<file path="src/rtl/spi_register_bank.sv">
// SPI mode-0 target holding the pwm_peripheral control registers.
// 16-bit frames {rw, addr[6:0], data[7:0]}; writes commit on ncs rise, reads shift out on cipo.
module spi_register_bank #(
  parameter int unsigned SYNC_STAGES = 2,
  parameter int unsigned NUM_REGS    = 5
) (
  input  logic       clk,
  input  logic       rst_n,
  input  logic       sclk,
  input  logic       copi,
  input  logic       ncs,
  output logic       cipo,
  output logic [7:0] en_reg_out_7_0,
  output logic [7:0] en_reg_out_15_8,
  output logic [7:0] en_reg_pwm_7_0,
  output logic [7:0] en_reg_pwm_15_8,
  output logic [7:0] pwm_duty_cycle,
  output logic       frame_valid,
  output logic       frame_err
);

  localparam int unsigned NR_STORE = (NUM_REGS > 5) ? NUM_REGS : 5;

  typedef enum logic [1:0] {
    S_IDLE,
    S_SHIFT,
    S_COMMIT
  } state_t;

  state_t r_state;
  state_t w_state_nxt;

  logic [SYNC_STAGES-1:0] r_sclk_sync;
  logic [SYNC_STAGES-1:0] r_copi_sync;
  logic [SYNC_STAGES-1:0] r_ncs_sync;
  logic [SYNC_STAGES-1:0] r_ncs_vld;
  logic                   r_sclk_d;
  logic                   r_ncs_d;
  logic                   r_ncs_armed;

  logic w_sclk;
  logic w_copi;
  logic w_ncs;
  logic w_sclk_rise;
  logic w_sclk_fall;
  logic w_ncs_rise;
  logic w_ncs_fall;

  logic [15:0] r_shift;
  logic [4:0]  r_cnt;
  logic [7:0]  r_tx;
  logic        r_rd_active;
  logic        r_cipo;
  logic        r_frame_valid;
  logic        r_frame_err;
  logic [7:0]  r_regs [NR_STORE];

  logic [15:0] w_shift_nxt;
  logic [7:0]  w_rd_data;

  // r_ncs_vld tracks how far real pin samples have propagated since reset, so the
  // reset value of the ncs synchroniser can never arm a falling-edge detection.
  always_ff @(posedge clk or negedge rst_n) begin
    if (!rst_n) begin
      r_sclk_sync <= '0;
      r_copi_sync <= '0;
      r_ncs_sync  <= '1;
      r_ncs_vld   <= '0;
      r_sclk_d    <= 1'b0;
      r_ncs_d     <= 1'b1;
      r_ncs_armed <= 1'b0;
    end else begin
      r_sclk_sync <= {r_sclk_sync[SYNC_STAGES-2:0], sclk};
      r_copi_sync <= {r_copi_sync[SYNC_STAGES-2:0], copi};
      r_ncs_sync  <= {r_ncs_sync[SYNC_STAGES-2:0], ncs};
      r_ncs_vld   <= {r_ncs_vld[SYNC_STAGES-2:0], 1'b1};
      r_sclk_d    <= w_sclk;
      r_ncs_d     <= w_ncs;
      if (r_ncs_vld[SYNC_STAGES-1] && w_ncs) begin
        r_ncs_armed <= 1'b1;
      end
    end
  end

  assign w_sclk      = r_sclk_sync[SYNC_STAGES-1];
  assign w_copi      = r_copi_sync[SYNC_STAGES-1];
  assign w_ncs       = r_ncs_sync[SYNC_STAGES-1];
  assign w_sclk_rise = w_sclk & ~r_sclk_d;
  assign w_sclk_fall = ~w_sclk & r_sclk_d;
  assign w_ncs_rise  = w_ncs & ~r_ncs_d;
  assign w_ncs_fall  = r_ncs_armed & ~w_ncs & r_ncs_d;

  always_ff @(posedge clk or negedge rst_n) begin
    if (!rst_n) begin
      r_state <= S_IDLE;
    end else begin
      r_state <= w_state_nxt;
    end
  end

  always_comb begin
    w_state_nxt = r_state;
    case (r_state)
      S_IDLE:   if (w_ncs_fall) w_state_nxt = S_SHIFT;
      S_SHIFT:  if (w_ncs_rise) w_state_nxt = S_COMMIT;
      S_COMMIT: w_state_nxt = S_IDLE;
      default:  w_state_nxt = S_IDLE;
    endcase
  end

  assign w_shift_nxt = {r_shift[14:0], w_copi};

  // Read address is taken from the header byte as it completes on the 8th rising edge.
  always_comb begin
    w_rd_data = '0;
    for (int unsigned i = 0; i < NUM_REGS; i++) begin
      if (w_shift_nxt[6:0] == 7'(i)) begin
        w_rd_data = r_regs[i];
      end
    end
  end

  always_ff @(posedge clk or negedge rst_n) begin
    if (!rst_n) begin
      r_shift       <= '0;
      r_cnt         <= '0;
      r_tx          <= '0;
      r_rd_active   <= 1'b0;
      r_cipo        <= 1'b0;
      r_frame_valid <= 1'b0;
      r_frame_err   <= 1'b0;
      for (int unsigned i = 0; i < NR_STORE; i++) begin
        r_regs[i] <= '0;
      end
    end else begin
      r_frame_valid <= 1'b0;
      r_frame_err   <= 1'b0;
      case (r_state)
        S_IDLE: begin
          r_cipo      <= 1'b0;
          r_rd_active <= 1'b0;
          if (w_ncs_fall) begin
            r_cnt   <= '0;
            r_shift <= '0;
          end
        end
        S_SHIFT: begin
          if (w_ncs) begin
            r_cipo      <= 1'b0;
            r_rd_active <= 1'b0;
          end else if (w_sclk_rise) begin
            r_shift <= w_shift_nxt;
            if (r_cnt != 5'd17) begin
              r_cnt <= r_cnt + 5'd1;
            end
            if (r_cnt == 5'd7 && !w_shift_nxt[7]) begin
              r_tx        <= w_rd_data;
              r_rd_active <= 1'b1;
            end
          end else if (w_sclk_fall && r_rd_active) begin
            r_cipo <= r_tx[7];
            r_tx   <= {r_tx[6:0], 1'b0};
          end
        end
        S_COMMIT: begin
          r_cipo      <= 1'b0;
          r_rd_active <= 1'b0;
          if (r_cnt == 5'd16) begin
            r_frame_valid <= 1'b1;
            for (int unsigned i = 0; i < NUM_REGS; i++) begin
              if (r_shift[15] && r_shift[14:8] == 7'(i)) begin
                r_regs[i] <= r_shift[7:0];
              end
            end
          end else begin
            r_frame_err <= 1'b1;
          end
        end
        default: begin
          r_cipo      <= 1'b0;
          r_rd_active <= 1'b0;
        end
      endcase
    end
  end

  assign cipo            = r_cipo;
  assign frame_valid     = r_frame_valid;
  assign frame_err       = r_frame_err;
  assign en_reg_out_7_0  = r_regs[0];
  assign en_reg_out_15_8 = r_regs[1];
  assign en_reg_pwm_7_0  = r_regs[2];
  assign en_reg_pwm_15_8 = r_regs[3];
  assign pwm_duty_cycle  = r_regs[4];

endmodule
</file>
<file path="config.mk">
export PLATFORM = sky130hd
export DESIGN_NAME = spi_register_bank
export DESIGN_NICKNAME = d
export VERILOG_FILES = /design/src/rtl/spi_register_bank.sv
export SDC_FILE = /design/constraint.sdc
export NUM_CORES = 1
export LEC_CHECK = 0
export BUFFER_PORTS_ARGS = -buffer_cell sky130_fd_sc_hd__clkbuf_2
export CAP_MARGIN = 30
export CORE_ASPECT_RATIO = 1.5
export CORE_MARGIN = 3
export CORE_UTILIZATION = 60
export DETAILED_ROUTE_END_ITERATION = 6
export HOLD_SLACK_MARGIN = 0.1
export PLACE_DENSITY = 0.94
export SLEW_MARGIN = 20
export SYNTH_ARGS = -nofsm -noshare
export SYNTH_HDL_FRONTEND = slang
export SYNTH_SLANG_ARGS = --single-unit
export TNS_END_PERCENT = 5
</file>
<file path="constraint.sdc">
create_clock -name clk -period 5.05 [get_ports clk]
set_input_delay 0 -clock clk [delete_from_list [all_inputs] [get_ports clk]]
set_output_delay 0 -clock clk [all_outputs]
set_load 0.02 [all_outputs]
</file>
== Yosys cells after proc, flatten, opt, wreduce, memory -nomap -nowiden ==
Cells that the tools add are included.
Widths: inputs -> output; s select.

* Input port bits: 5
* Output and inout bits: 43
* Bits in registers: 86

* Reductions and logical operators: 25
* Equal/unequal tests: 23
* Bitwise logic cells: 9
* Multiplexer cells: 32
* Add/sub/neg operators: 1

{| class="wikitable"
|+ Operators by type and width
! operator !! count
|-
| $mux 8 || 8
|-
| $mux 16 || 3
|-
| $pmux 16 s2 || 1
|-
| $eq 7x2->1 const B || 4
|-
| $mux 5 || 4
|-
| $reduce_and 3->1 || 5
|-
| $eq 7x1->1 const B || 2
|-
| $eq 7x3->1 const B || 2
|-
| $logic_not 7->1 || 2
|-
| $mux 1 || 12
|-
| $ne 3x3->1 const B || 4
|-
| $ne 2x2->1 const B || 5
|-
| $pmux 5 s2 || 1
|-
| $logic_and 1x1->1 || 8
|-
| $reduce_and 4->1 || 2
|-
| $reduce_and 2->1 || 3
|-
| $add 5x1->5 const B || 1
|-
| $and 1x1->1 || 5
|-
| $eq 5x3->1 const B || 1
|-
| $eq 5x5->1 const B || 1
|-
| $ne 5x5->1 const B || 1
|-
| $reduce_and 5->1 || 1
|-
| $mux 2 || 2
|-
| $not 1->1 || 4
|-
| other kinds (7) || 8
|}

== Depth between registers and ports, before layout ==
* Depth after elaboration: 8
* Mapped depth: 8
* Depth with buffers taken out: 6

== Worst setup path after synthesis ==
OpenSTA, ideal clock, no wires.

* Kind: register -> register
* From: reg r_cnt[0]
* To: reg r_regs (netlist bit pwm_duty_cycle[0])
* Path buffers: 2
* Library setup time: 0.125 ns
* Arrival: 2.346 ns
* Required time: 4.925 ns
* Path slack: 2.579 ns
* Stages on the path, launching flop included: 9
* Cell sequence: dfrtp_1 > inv_1 > ha_1 > nand4bb_1 > or4_1 > buf_2 > or4b_4 > buf_6 > mux2_4

* Longest elaborated chain between the ends: 2

{| class="wikitable"
|+ Ends and longest elaborated chain
! what !! RTL line !! source
|-
| start: declaration || 50 || <nowiki>logic [4:0] r_cnt;</nowiki>
|-
| start signal: assignment || 154 || <nowiki>r_cnt <= r_cnt + 5'd1;</nowiki>
|-
| $eq 5x5->1 || 168 || <nowiki>if (r_cnt == 5'd16) begin</nowiki>
|-
| $reduce_and 3->1 (no line) || -- ||
|-
| end signal: indexed assignment || 172 || <nowiki>r_regs[i] <= r_shift[7:0];</nowiki>
|-
| end: declaration || 56 || <nowiki>logic [7:0] r_regs [NR_STORE];</nowiki>
|}

Every way passes these cells.
A chain may end at the register's enable or synchronous reset.

== Worst setup path in the final report ==
* From: reg r_cnt[1]
* To: reg r_regs (netlist bit en_reg_out_7_0[5])

Same word-level chain as after synthesis.

==> impl_metrics.toml <==
[status]
outcome = "finished, final reports clean"

[yosys]
ys_seq_elements = 86
synth_area_leaders = "dfrtp_1 55%, mux2_2 9.5%, nand2_1 5.1%"
synth_edf_count = 0
synth_xor_area_frac = 0
ys_warn_count = 0
syn-cell-area_um2 = 3810
synth_top_area_frac = 0.546
synth_top_family_by_area = "multiplexers"
syn_nets = 341
synthCells = 333
synth_seq_area_share = 0.566
syn_avg_cell_area_um2 = 11.4
ys.flop_type = "dfrtp_1"
synth.distinct_cells = 40
synthMuxAreaShare = 0.155
synth.largest_area_cell = "dfrtp_1"
synth_compound_area_frac = 0.0957
yosys.area_share.simple = 0.141
synth_fa_ha_area_frac = 0.00986
async_flop_share = 1.00

[setup_path]
crit_path_end_kind = "flop"
max_stage_delay_ns = 0.72
startpoint_type = "flop"
ff2ff_setup_slack_ns = 2.27
crit_type = "reg2reg"
critPathTopFamily = "simple AND/OR/NAND/NOR gates"
crit_slowest_cell = "or4_1"
required_ns = 5.29
critPathBufInv = 1
cp_data_arrival_time_ns = 3.02
cp_max_fo = 8
path_cells = "inv_1 > ha_1 > nand4bb_1 > or4_1 > nor4_2 > mux2_2"

[sta]
slew_headroom = 0.395
setup_tns_ns = 0
post-route-period-util = 0.550
tightest_slew_ns = 0.908
finalSetupViolCount = 0
maxSlewViolCount = 0
fin_crit_ns = 2.78
rsz0062_at_grt = "false"
fin_skew_ns = 0.0142
hold_violations = 0
setup_ws_ns = 2.27
max_clock_freq_mhz = 360

[cts]
cts_tree = "done"
cts.sinks = 86
root_buffer = "clkbuf_8"
clk_path_buf_depth = 2
cts_made_buffers = 9
clock_latency_ns = 0.36
cts_resized = 0
ctsHoldBuffers = 5
cts_htree_levels = 3
clkTransAtPathRegs_ns = 0.09
post-cts-setup-buffers = 0

[global_route]
overflow = 0
grt_antenna_before_repair = 0
grt_max_degree = 63
grt.total_usage = 0.237
grt_pass1_vias = 2732
grt_pass1_wl_um = 13700

[routing]
dr_wl_met2_um = 4160
routedWlPerCell_um = 17.6
ant_nets = 0
routed.top_layer = "met4"
drt_iter0_markers = 255
drcViolationCount = 0
wl_met1_um = 3420
firstDrtPassIters = 4
wl_met3_um = 338
viasPerCell = 6.03
dr_total_vias = 2744
wl_um = 8030

[floorplanning]
num_io_pins = 48
row_count = 34
coreArea_um2 = 5960
die_h_um = 104
start_util = 0.639
fp.dieArea_um2 = 7350
die_width_um = 71.0

[placement]
gp_congestion = 0.909
dp_hpwl_um = 5650
dp_slack_ns = 2.30
io_buffers = 47
post-place-cells = 433

[layout]
drive_above_1_share = 0.303
syn2layout_area_growth_pct = 14.1
final_util = 0.729
multi_input_area_um2 = 1550
fin_nets = 386
instances_no_fill = 455
diodes = 0
ff_latch_area_um2 = 2160
fillers = 392

[power]
switching_share = 0.257
p_comb_frac = 0.097
powerDensity_nw_per_um2 = 307
p_switching_mw = 0.342
p_seq_frac = 0.553
p_clk_frac = 0.350
power_leakage_nw = 2.07
p_int_mw = 0.992
ir_worst_vdd_mv = 0.219

[flow_run]
maxCapViolCount = 0

[worst_hold_path]
hp-class = "in2async"
==> routing by layer <==
metal  vias up  GRT usage
met5         -          0
li1       1258          -
met2        91      0.396
met1      1385      0.302
met4         0     0.0901
met3        10     0.0446
==> per-stage QoR <==
stage               total power [mW]  hold slack (ns)  area (um^2)
floorplan                      0.827           -0.296         3810
global placement               0.857           0.0878         4060
detailed placement             0.871          -0.0717         4100
finish                          1.33            0.178         4340
CTS                             1.34            0.180         4330
global route                    1.39            0.218         4340
==> cells in the mapped netlist, drive strengths merged, types with 2 or more instances <==
master	instances
a21oi	8
a31oi	7
buf	4
clkbuf	19
dfrtp	83
dfstp	3
ha	3
inv	6
mux2	40
mux2i	11
nand2	52
nand2b	4
nand3	4
nand4bb	2
nor2	19
nor2b	5
nor3b	2
nor4b	2
o21ai	21
o221ai	7
o22ai	8
o31ai	2
or2	3
or3	4
or4	2
==> final timing paths <==
| kind | start | endpoint | cells past startpoint |
|---|---|---|---|
| hold reg to reg | r_ncs_vld[0] | r_ncs_vld[1] | 0 |
| max in group asynchronous | rst_n | r_tx[7] | 3 |
| hold / removal | rst_n | en_reg_out_15_8[3] | 3 |
| setup reg to reg | r_cnt[1] | en_reg_out_7_0[5] | 6 |
| min in group clk | ncs | r_ncs_sync[0] | 2 |
| setup / recovery | r_cnt[1] | en_reg_out_7_0[5] | 6 |
==> power by group through the flow <==
stage / Clock, mW / Combinational [mW] / Sequential, mW
floorplan: 0 / 0.0970 / 0.730
global placement: 0 / 0.110 / 0.747
detailed placement: 0 / 0.121 / 0.750
CTS: 0.474 / 0.125 / 0.736
global route: 0.500 / 0.144 / 0.741
finish: 0.467 / 0.130 / 0.738
==> area by class of cell <==
class / count / area share
timing repair buffer: 57 / 0.0778
inverter: 6 / 0.00518
clock buffer: 14 / 0.0351
multi-input combinational: 218 / 0.357
tap: 72 / 0.0207
clock inverter: 2 / 0.00806
sequential: 86 / 0.496
==> worst register-to-register path: stages (launching register included) <==
cell and delay (ns):
dfrtp_1 0.42, inv_1 0.10, ha_1 0.14, nand4bb_1 0.15, or4_1 0.72, nor4_2 0.72, mux2_2 0.42
==> kinds of logic (layout without fill, tap and decap cells) <==
logic type | count (synthesis) | after routing
multiplexers | 51 | 51
other | 1 | 1
buffers and inverters | 29 | 79
AO/OA/AOI/OAI | 59 | 59
flip-flops | 86 | 86
AND/OR/NAND/NOR | 104 | 104
adder cells (fa/ha/maj) | 3 | 3
==> registers in the layout, summed over array words and instances, names as in the netlist, 5 cells and up <==
| register | flops |
|---|---|
| r_shift | 16 |
| en_reg_pwm_15_8 | 8 |
| r_cnt | 5 |
| pwm_duty_cycle | 8 |
| r_tx | 8 |
| en_reg_out_15_8 | 8 |
| en_reg_pwm_7_0 | 8 |
| en_reg_out_7_0 | 8 |
==> cell usage in the layout, fill, tap and decap left out, types with 4 or more instances in the layout <==
cell and count:
a21oi_1 8, a31oi_1 7, buf_4 4, clkbuf_1 4, clkbuf_2 47, clkbuf_8 10
dfrtp_1 83, dlygate4sd3_1 4, inv_1 6, mux2_2 32, mux2_4 8, mux2i_1 11
nand2_1 52, nand2b_1 4, nand3_1 4, nor2_1 19, nor2b_1 5, o21ai_0 21
o221ai_1 7, o22ai_1 8, or3_1 4
No activity file was read; power rests on OpenSTA's default activity.
